**config.mk**
```make
export PLATFORM = sky130hd
export DESIGN_NAME = imem_loader
export DESIGN_NICKNAME = d
export VERILOG_FILES = /design/src/rtl/imem_loader_pkg.sv /design/src/rtl/ldr_word_packer.sv /design/src/rtl/imem_loader.sv
export SDC_FILE = /design/constraint.sdc
export NUM_CORES = 1
export LEC_CHECK = 0
export BUFFER_PORTS_ARGS = -buffer_cell sky130_fd_sc_hd__buf_2
export CAP_MARGIN = 10
export CORE_MARGIN = 2
export CORE_UTILIZATION = 61
export DETAILED_ROUTE_END_ITERATION = 12
export GPL_TIMING_DRIVEN = 0
export HOLD_SLACK_MARGIN = 0.08
export PLACE_DENSITY_LB_ADDON = 0.25
export RECOVER_POWER = 50
export SETUP_SLACK_MARGIN = 0.4
export SYNTH_ARGS = -nofsm -noshare
export SYNTH_HDL_FRONTEND = slang
export SYNTH_SLANG_ARGS = --single-unit
```
**constraint.sdc**
```tcl
create_clock -name clk -period 4.3 [get_ports clk]
set_clock_uncertainty 0.05 [all_clocks]
set_input_delay 0.86 -clock clk [delete_from_list [all_inputs] [get_ports clk]]
set_output_delay 0.86 -clock clk [all_outputs]
set_load 0.05 [all_outputs]
```
**src/rtl/imem_loader_pkg.sv**
```systemverilog
// ============================================================================
//  Module      : imem_loader_pkg
//  Description : Shared types and constants for the instruction-memory loader.
//                Holds the loader state encoding and the default frame-start
//                marker.
//  Revision    : 1.0  initial release
// ============================================================================
`default_nettype none

package imem_loader_pkg;

    // Default frame start marker
    localparam logic [7:0] C_LDR_SYNC_DEFAULT = 8'hA5;

    // Width of the word counter. It is wide enough for any legal image
    // (MAX_WORDS <= 64 fits in 7 bits with room for the terminal count).
    localparam int unsigned C_WORD_CNT_W = 7;

    // Loader states, 3-bit encoding
    typedef enum logic [2:0] {
        LDR_IDLE = 3'd0,
        LDR_LEN  = 3'd1,
        LDR_DATA = 3'd2,
        LDR_CSUM = 3'd3,
        LDR_DONE = 3'd4,
        LDR_ERR  = 3'd5
    } ldr_state_t;

endpackage : imem_loader_pkg

`default_nettype wire

```
**src/rtl/ldr_word_packer.sv**
```systemverilog
// ============================================================================
//  Module      : ldr_word_packer
//  Description : Packs bytes into a 32-bit little-endian word, keeps the
//                running XOR checksum of all packed bytes, and flags the
//                byte that completes a word.
//  Ports       : clk, rst_n      clock / async active-low reset
//                i_clear         restart packing: byte index, word, checksum
//                i_byte_en       i_byte is consumed this cycle
//                i_byte          data byte
//                o_word          word including the byte currently offered
//                o_word_full     i_byte completes a word this cycle
//                o_csum          XOR of all bytes consumed since i_clear
//  Revision    : 1.0  initial release
// ============================================================================
`default_nettype none

module ldr_word_packer (
    input  logic        clk,
    input  logic        rst_n,
    input  logic        i_clear,
    input  logic        i_byte_en,
    input  logic [7:0]  i_byte,
    output logic [31:0] o_word,
    output logic        o_word_full,
    output logic [7:0]  o_csum
);

    logic [1:0]  r_idx;
    logic [31:0] r_word;
    logic [7:0]  r_csum;
    logic [31:0] w_word;

    // The completed word is presented combinationally so the top can register
    // it into the write port at the same edge that accepts the 4th byte.
    always_comb begin
        w_word                 = r_word;
        w_word[8*r_idx +: 8]   = i_byte;
    end

    always_ff @(posedge clk or negedge rst_n) begin
        if (!rst_n) begin
            r_idx  <= 2'd0;
            r_word <= 32'd0;
            r_csum <= 8'd0;
        end else if (i_clear) begin
            r_idx  <= 2'd0;
            r_word <= 32'd0;
            r_csum <= 8'd0;
        end else if (i_byte_en) begin
            r_idx  <= r_idx + 2'd1;
            r_word <= w_word;
            r_csum <= r_csum ^ i_byte;
        end
    end

    assign o_word      = w_word;
    assign o_word_full = i_byte_en && (r_idx == 2'd3);
    assign o_csum      = r_csum;

endmodule : ldr_word_packer

`default_nettype wire

```
**src/rtl/imem_loader.sv**
```systemverilog
// ============================================================================
//  Module      : imem_loader
//  Description : Receives a framed byte stream (SYNC, LEN, 4*LEN data bytes,
//                XOR checksum), writes each little-endian word into
//                instruction memory and holds the core in reset until a
//                complete image with a good checksum is loaded.
//  Ports       : clk, rst                 clock / async active-low reset
//                in_valid, in_data        byte stream in
//                in_ready                 byte accepted on valid & ready
//                imem_we/addr/wdata       single-cycle memory write port
//                cpu_hold                 core held in reset while 1
//                done                     image loaded, checksum good
//                error                    frame rejected (length/checksum)
//  Revision    : 1.0  initial release
// ============================================================================
`default_nettype none

module imem_loader
    import imem_loader_pkg::*;
#(
    parameter int unsigned MEM_ADDR  = 8,
    parameter logic [7:0]  SYNC_BYTE = C_LDR_SYNC_DEFAULT,
    parameter int unsigned MAX_WORDS = 64
) (
    input  logic                clk,
    input  logic                rst,
    input  logic                in_valid,
    input  logic [7:0]          in_data,
    output logic                in_ready,
    output logic                imem_we,
    output logic [MEM_ADDR-1:0] imem_addr,
    output logic [31:0]         imem_wdata,
    output logic                cpu_hold,
    output logic                done,
    output logic                error
);

    ldr_state_t r_state;
    ldr_state_t w_state_nxt;

    logic [C_WORD_CNT_W-1:0] r_word_cnt;
    logic [C_WORD_CNT_W-1:0] r_len;
    logic [C_WORD_CNT_W-1:0] w_cnt_inc;
    logic                    r_we;
    logic [MEM_ADDR-1:0]     r_addr;
    logic [31:0]             r_wdata;

    logic        w_acc;
    logic        w_sync;
    logic        w_len_bad;
    logic        w_clear;
    logic        w_byte_en;
    logic [31:0] w_word;
    logic        w_word_full;
    logic [7:0]  w_csum;

    // The write slot steals one cycle of the byte interface; a byte offered
    // then is simply held by the source until the next cycle.
    assign w_acc     = in_valid && !r_we;
    assign w_sync    = (in_data == SYNC_BYTE);
    assign w_len_bad = (in_data == 8'd0) || (32'(in_data) > MAX_WORDS);
    assign w_cnt_inc = r_word_cnt + 1'b1;

    ldr_word_packer u_packer (
        .clk         (clk),
        .rst_n       (rst),
        .i_clear     (w_clear),
        .i_byte_en   (w_byte_en),
        .i_byte      (in_data),
        .o_word      (w_word),
        .o_word_full (w_word_full),
        .o_csum      (w_csum)
    );

    always_ff @(posedge clk or negedge rst) begin
        if (!rst) begin
            r_state <= LDR_IDLE;
        end else begin
            r_state <= w_state_nxt;
        end
    end

    always_comb begin
        w_state_nxt = r_state;
        w_clear     = 1'b0;
        w_byte_en   = 1'b0;
        done        = 1'b0;
        error       = 1'b0;
        case (r_state)
            LDR_IDLE: begin
                if (w_acc && w_sync) w_state_nxt = LDR_LEN;
            end
            LDR_LEN: begin
                if (w_acc) begin
                    if (w_len_bad) begin
                        w_state_nxt = LDR_ERR;
                    end else begin
                        w_clear     = 1'b1;
                        w_state_nxt = LDR_DATA;
                    end
                end
            end
            LDR_DATA: begin
                if (w_acc) begin
                    w_byte_en = 1'b1;
                    if (w_word_full && (w_cnt_inc == r_len)) w_state_nxt = LDR_CSUM;
                end
            end
            LDR_CSUM: begin
                if (w_acc) w_state_nxt = (in_data == w_csum) ? LDR_DONE : LDR_ERR;
            end
            LDR_DONE: begin
                done = 1'b1;
                if (w_acc && w_sync) w_state_nxt = LDR_LEN;
            end
            LDR_ERR: begin
                error = 1'b1;
                if (w_acc && w_sync) w_state_nxt = LDR_LEN;
            end
            default: begin
                w_state_nxt = LDR_IDLE;
            end
        endcase
    end

    // Write port register: the word completed at edge N is written in cycle
    // N+1. Address and data keep their last value between writes.
    always_ff @(posedge clk or negedge rst) begin
        if (!rst) begin
            r_word_cnt <= '0;
            r_len      <= '0;
            r_we       <= 1'b0;
            r_addr     <= '0;
            r_wdata    <= 32'd0;
        end else begin
            r_we <= w_word_full;
            if (w_word_full) begin
                r_addr     <= {r_word_cnt[MEM_ADDR-3:0], 2'b00};
                r_wdata    <= w_word;
                r_word_cnt <= w_cnt_inc;
            end
            if (w_clear) begin
                r_word_cnt <= '0;
                r_len      <= in_data[C_WORD_CNT_W-1:0];
            end
        end
    end

    assign in_ready   = !r_we;
    assign imem_we    = r_we;
    assign imem_addr  = r_addr;
    assign imem_wdata = r_wdata;
    assign cpu_hold   = !done;

endmodule : imem_loader

`default_nettype wire

```
==> results.sh, run 1 <==
export IMPL_multi_input_area_sq_mm=0.00194
export IMPL_grt_ovfl_total=0
export IMPL_dp_hpwl_microns=6990
export IMPL_stdcell_area_sq_mm=0.00496
export IMPL_portBuffers=53
export IMPL_wire_per_inst_microns=16.5
export IMPL_ir_drop_uv=261
export IMPL_fin_cells=612
export IMPL_die_area_sq_mm=0.00786
export IMPL_leakage_nw=2.31
export IMPL_rows=30
export IMPL_dp_cells=597
export IMPL_end_kind="flip-flop"
export IMPL_antenna_found_initial=0
export IMPL_fillCellCount=546
export IMPL_relSlewSlack_pct=-63.1
export IMPL_hold_end="imem_addr[5]"
export IMPL_placed_cell_area_sq_mm=0.00479
export IMPL_core_sq_mm=0.00687
export IMPL_grt_total_usage_pct=27.8
export IMPL_syn_inst=446
export IMPL_drt_initial_drc_count=288
export IMPL_cp_required_ns=4.55
export IMPL_ys_ff_latch=90
export IMPL_regArea_sq_mm=0.00225
export IMPL_fin_tns_setup_ns=0
export IMPL_max_stage_delay_ns=0.77
export IMPL_firstDrtPassIters=5
export IMPL_postRouteAntennaNets=0
export IMPL_synth_edf_count=0
export IMPL_async_flop_share_pct=100
export IMPL_crit_slowest_cell="nor3_1"
export IMPL_max_cap_violations=1
export IMPL_synth_ff_type="dfrtp_1"
export IMPL_yosysUniqueCellTypes=48
export IMPL_hold_viol=0
export IMPL_wl_microns=10100
export IMPL_crit_buf_inv=2
export IMPL_holdPathStages=2
export IMPL_boundaryPins=56
export IMPL_post_cts_resized=0
export IMPL_nets=529
export IMPL_hold_path_class="flip-flop to flip-flop"
export IMPL_r2r_cells=8
export IMPL_cts_made_buffers=9
export IMPL_die_y_microns=88.7
export IMPL_r2r_start="u_packer.r_idx[0]"
export IMPL_drc=0
export IMPL_critPathArrivalTime_ns=2.98
export IMPL_status="finished with violations"
export IMPL_root_buffer="clkbuf_8"
export IMPL_grt_setup_unrepaired="false"
export IMPL_finalSetupViolations=0
export IMPL_insertedDiodeCount=0
export IMPL_worst_slew_pin_slew_ns=2.45
export IMPL_viasPerCell=5.81
export IMPL_final_util_pct=72.2
export IMPL_power_per_cell_area_mw_per_mm2=437
export IMPL_crit_path_start_kind="flip-flop"
export IMPL_clk_pin_slew_ns=0.09
export IMPL_synthToLayoutAreaGrowth_pct=13.4
export IMPL_crit_type="flip-flop to flip-flop"
export IMPL_postCtsSetupRepairBufs=0
export IMPL_start_util_pct=63.6
export IMPL_drive_gt1_share_pct=13.8
export IMPL_grt_pass1_wl_microns=16500
export IMPL_ys_warn_count=0
export IMPL_die_x_microns=88.7
export IMPL_min_from="imem_addr[5]"
export IMPL_synth_area_per_cell_sq_um=9.80
export IMPL_clockBufferDepth=2
export IMPL_crit_path_cell_trace="inv_1 -> ha_1 -> nand2_1 -> nor3_1 -> and2_1 -> clkbuf_1 -> a22oi_1 -> nor2_1"
export IMPL_grt_max_degree=48
export IMPL_clock_latency_ns=0.37
export IMPL_vias=3554
export IMPL_critPathTopFamily="simple AND/OR/NAND/NOR gates"
export IMPL_cts_tree="built"
export IMPL_finalPower_mw=2.17
export IMPL_path_max_fanout=9
export IMPL_place_congestion=0.905
export IMPL_slew_viol_final=44
export IMPL_ctsHoldBuffers=0
export IMPL_yosysSeqAreaShare_pct=51.5
export IMPL_grt_pass1_vias=3323
export IMPL_syn_cell_area_sq_mm=0.00437
export IMPL_regToRegSetupSlack_ns=1.56
export IMPL_r2r_end="u_packer.r_word[23]"
export IMPL_clock_fmax_ghz=0.365
export IMPL_clock_sinks=90
export IMPL_htreeDepth=3
export IMPL_min_period_over_period_pct=63.7
export IMPL_period_minus_slack_ns=2.74
export IMPL_violations="max-capacitance violations, max-slew violations"
[area by class of cell]
type                       count  share of cell area (%)
tap                           96                    2.42
clock buffer                  10                    2.78
buffer                        36                    3.13
clock inverter                 5                    1.26
timing repair buffer          54                    5.40
multi-input combinational    315                    39.1
inverter                       6                   0.454
sequential                    90                    45.4
[stage by stage]
step / hold slack [ns] / setup WS (ns)
floorplan: 0.408 / 1.89
global placement: 0.403 / 1.55
detailed placement: 0.408 / 1.57
CTS: 0.438 / 1.61
global route: 0.467 / 1.18
finish: 0.436 / 1.56
[sequential cells by signal, summed over array words and instances (netlist names)]
| signal | count |
|---|---|
| imem_we | 1 |
| r_word_cnt | 7 |
| u_packer.r_word | 24 |
| r_state | 3 |
| u_packer.o_csum | 8 |
| imem_addr | 6 |
| r_len | 7 |
| u_packer.r_idx | 2 |
| imem_wdata | 32 |
[placed cells by master (no fill, tap or decap), drive strengths merged, types with 6 or more instances in the layout]
cell type  Yosys  final
nor2b         31     31
xor2           6      6
o21ai         29     29
nor2          28     28
buf           13     47
a22o          14     14
mux2           8      8
a22oi         15     15
a221o          7      7
ha             6      6
nor3b          7      7
xnor2         15     15
dfrtp         90     90
nand3          6      6
nand2         67     67
inv            6      7
nor3           8      8
a21oi         31     31
clkbuf        23     53
[worst min-delay path, delay by kind of cell (launching register included)]
kind,cells,cell delay [ns]
simple gates,2,0.11
flops,1,0.35
[cell families after synthesis]
kind of cell             count (synthesis)  synth area share (%)
AND/OR/NAND/NOR                        171                  19.7
AO/OA/AOI/OAI                          105                  16.1
flip-flops                              90                  51.5
buffers and inverters                   42                  4.06
XOR/XNOR                                21                  4.21
multiplexers                            10                  2.52
adder cells (fa/ha/maj)                  6                  1.72
other                                    1                0.0858
[power breakdown]
| group | switching [mW] | internal (mW) | leakage, nW | total (mW) |
|---|---|---|---|---|
| logic | 0.355 | 0.209 | 0.980 | 0.565 |
| registers | 0.0825 | 0.926 | 1.24 | 1.01 |
| clock network | 0.309 | 0.284 | 0.0950 | 0.593 |
| total | 0.747 | 1.42 | 2.31 | 2.17 |
[how the worst max path moves through the flow]
stage | startpoint | to | slack (ns) | cells past startpoint
final | u_packer.r_idx[0] | u_packer.r_word[23] | 1.56 | 8
after detailed placement | in_valid | u_packer.r_word[15] | 1.57 | 9
after global placement | rst | imem_wdata[19] | 1.55 | 1
after global routing | rst | u_packer.r_word[18] | 1.18 | 1
after floorplan | r_state[1] | done | 1.89 | 3
after CTS | u_packer.r_idx[0] | u_packer.r_word[21] | 1.61 | 8
[metal layers]
metal	routed length, microns	up-vias	global-route usage, %
met3	636	19	4.29
met4	240	0	12.0
met5	0	-	0
met2	4600	130	40.6
met1	4640	1746	41.4
li1	-	1659	-
[cell usage after synthesis (3+ instances only)]
library cell  count  share of area (%)
nor3_1            7               0.80
o21ai_1          27                3.1
inv_1             5               0.43
a21oi_1          31                3.5
xor2_1            6                1.2
nand2b_1          4               0.57
dfrtp_1          90                 52
nand3_1           4               0.46
a22o_1           14                2.8
nor2_1           28                2.4
and2_1            4               0.57
xnor2_1          15                3.0
a22oi_1          15                2.6
nand2_1          67                5.8
nor2b_1          31                4.4
buf_2            10                1.1
a221o_1           7                1.6
nor3b_1           6                1.0
and3_1            3               0.43
mux2_1            7                1.8
ha_1              6                1.7
clkbuf_1         23                2.0
(Power assumes the default switching activity.)
==> run 2: changes to the inputs <==
- CORE_UTILIZATION: 61 -> 52
- clock period: 4.3 -> 2.4 ns (I/O delays scaled with it)
==> run 2 against run 1 <==
Effect of this change: the run now ends clean; wire length increased by 3.5%; sequential power increased by 80%; clock power increased by 59%; first-iteration DRC count decreased by 39%; sequential cell count unchanged; setup slack got worse by 1.2 ns; sequential share of layout area decreased by 1.8 points; via count about the same; non-clock buffer count increased by 11; final area increased by 4.5%; critical path type is now flip-flop to output pin; largest power group unchanged.
==> results.sh, run 2 (synthesis results as in run 1) <==
export IMPL_status="complete, no violations"
export IMPL_power_switching_mw=1.46
export IMPL_ir_drop_uv=385
export IMPL_worst_slew_pin_slew_ns=1.05
export IMPL_grt_max_degree=52
export IMPL_htreeDepth=3
export IMPL_synthToLayoutAreaGrowth_pct=18.5
export IMPL_postRouteAntennaNets=0
export IMPL_dp_cells=606
export IMPL_die_y_microns=95.7
export IMPL_crit_path_start_kind="flip-flop"
export IMPL_firstDrtPassIters=4
export IMPL_r2r_cells=6
export IMPL_nets=540
export IMPL_cts_made_buffers=9
export IMPL_drt_initial_drc_count=177
export IMPL_path_max_fanout=9
export IMPL_relSlewSlack_pct=30.1
export IMPL_clockBufferDepth=2
export IMPL_antenna_found_initial=0
export IMPL_rows=33
export IMPL_max_cap_violations=0
export IMPL_grt_total_usage_pct=24.8
export IMPL_power_per_cell_area_mw_per_mm2=779
export IMPL_grt_setup_unrepaired="true"
export IMPL_root_buffer="clkbuf_8"
export IMPL_combPwrFrac_pct=31.5
export IMPL_clock_fmax_ghz=0.490
export IMPL_min_period_over_period_pct=85.1
export IMPL_wire_per_inst_microns=16.5
export IMPL_swShare_pct=36.2
export IMPL_die_area_sq_mm=0.00916
export IMPL_leakage_nw=2.40
export IMPL_final_cell_mix="dfrtp_1 (85), nand2_1 (66), buf_2 (37)"
export IMPL_clock_latency_ns=0.37
export IMPL_grt_pass1_vias=3435
export IMPL_regToRegSetupSlack_ns=0.43
export IMPL_wl_microns=10500
export IMPL_finalSetupViolations=0
export IMPL_min_from="imem_addr[5]"
export IMPL_insertedDiodeCount=0
export IMPL_pwr_share_seq_pct=45.2
export IMPL_hold_path_class="flip-flop to flip-flop"
export IMPL_drive_gt1_share_pct=20.5
export IMPL_r2r_end="r_state[0]"
export IMPL_slew_viol_final=0
export IMPL_cp_required_ns=1.87
export IMPL_critPathArrivalTime_ns=1.51
export IMPL_die_x_microns=95.7
export IMPL_boundaryPins=56
export IMPL_dp_hpwl_microns=7180
export IMPL_period_minus_slack_ns=2.04
export IMPL_portBuffers=53
export IMPL_cts_tree="built"
export IMPL_place_congestion=0.793
export IMPL_r2r_start="r_word_cnt[1]"
export IMPL_end_kind="output pin"
export IMPL_p_clk_share_pct=23.3
export IMPL_hold_end="imem_addr[5]"
export IMPL_hold_viol=0
export IMPL_vias=3553
export IMPL_grt_pass1_wl_microns=17200
export IMPL_crit_type="flip-flop to output pin"
export IMPL_final_util_pct=63.4
export IMPL_final_common_cell="dfrtp_1"
export IMPL_holdPathStages=2
export IMPL_drc=0
export IMPL_p_int_mw=2.58
export IMPL_start_util_pct=53.5
export IMPL_fin_tns_setup_ns=0
export IMPL_clk_pin_slew_ns=0.09
export IMPL_largest_reg_flops=32
export IMPL_clock_sinks=90
export IMPL_viasPerCell=5.61
export IMPL_core_sq_mm=0.00818
export IMPL_grt_ovfl_total=0
export IMPL_fin_cells=633
-- run 2: worst max-delay path by stage --
| stage | startpoint | endpoint | cells past startpoint |
|---|---|---|---|
| 3_3_place_gp | rst | imem_wdata[6] | 1 |
| 4_1_cts | r_state[1] | done | 4 |
| 2_1_floorplan | r_word_cnt[0] | r_state[0] | 6 |
| 6_report | r_state[1] | done | 4 |
| 5_1_grt | r_state[1] | done | 4 |
| 3_5_place_dp | u_packer.r_idx[0] | u_packer.r_word[11] | 8 |
-- run 2: final cells by class --
cell class | count | area [sq um]
well taps | 105 | 131
fillers | 709 | 2990
clock inverters | 6 | 42.5
flip-flops and latches | 90 | 2260
clock buffers | 10 | 128
plain buffers | 36 | 186
inverters | 6 | 31.3
multi-input cells | 315 | 2040
repair buffers | 65 | 365
-- run 2: through the flow --
stage	instance area, sq um	setup slack (ns)	hold WS (ns)	power, mW
final	5180	0.358	0.431	4.04
after CTS	5130	0.364	0.422	3.93
after global placement	4790	0.0137	0.406	2.82
after floorplan	4390	0.408	0.134	2.58
after global routing	5180	0.331	0.463	4.24
after detailed placement	4820	0.0819	0.407	2.87
-- run 2: repair_timing --
| item | CTS | global route |
|---|---|---|
| setup buffers | 8 | 2 |
| cloned | 0 | 0 |
| endpoints found under the setup margin | 62 | 52 |
| hold buffers | 1 | 0 |
| pin swaps | 6 | 1 |
| resized for setup | 23 | 26 |
| hold endpoints to repair | 39 | 0 |
-- run 2: layer usage --
| layer | vias up | GRT usage (%) | part of all wire [%] |
|---|---|---|---|
| met4 | 0 | 10.5 | 2.3 |
| met3 | 20 | 2.66 | 4.4 |
| li1 | 1691 | - | - |
| met5 | - | 0 | 0 |
| met1 | 1760 | 35.3 | 46 |
| met2 | 82 | 38.8 | 48 |
-- run 2: critical path, cell delays in order (launching register included) --
cell and delay (ns):
dfrtp_1 0.39, buf_6 0.14, or3b_4 0.39, clkinvlp_4 0.09, buf_8 0.13
-- run 2: power by group through the flow --
stage | combinational (mW) | clock [mW] | sequential (mW)
3_5_place_dp | 1.04 | 0 | 1.83
2_1_floorplan | 0.769 | 0 | 1.81
4_1_cts | 1.17 | 0.953 | 1.81
5_1_grt | 1.39 | 1.00 | 1.84
6_report | 1.27 | 0.941 | 1.82
3_3_place_gp | 0.999 | 0 | 1.82
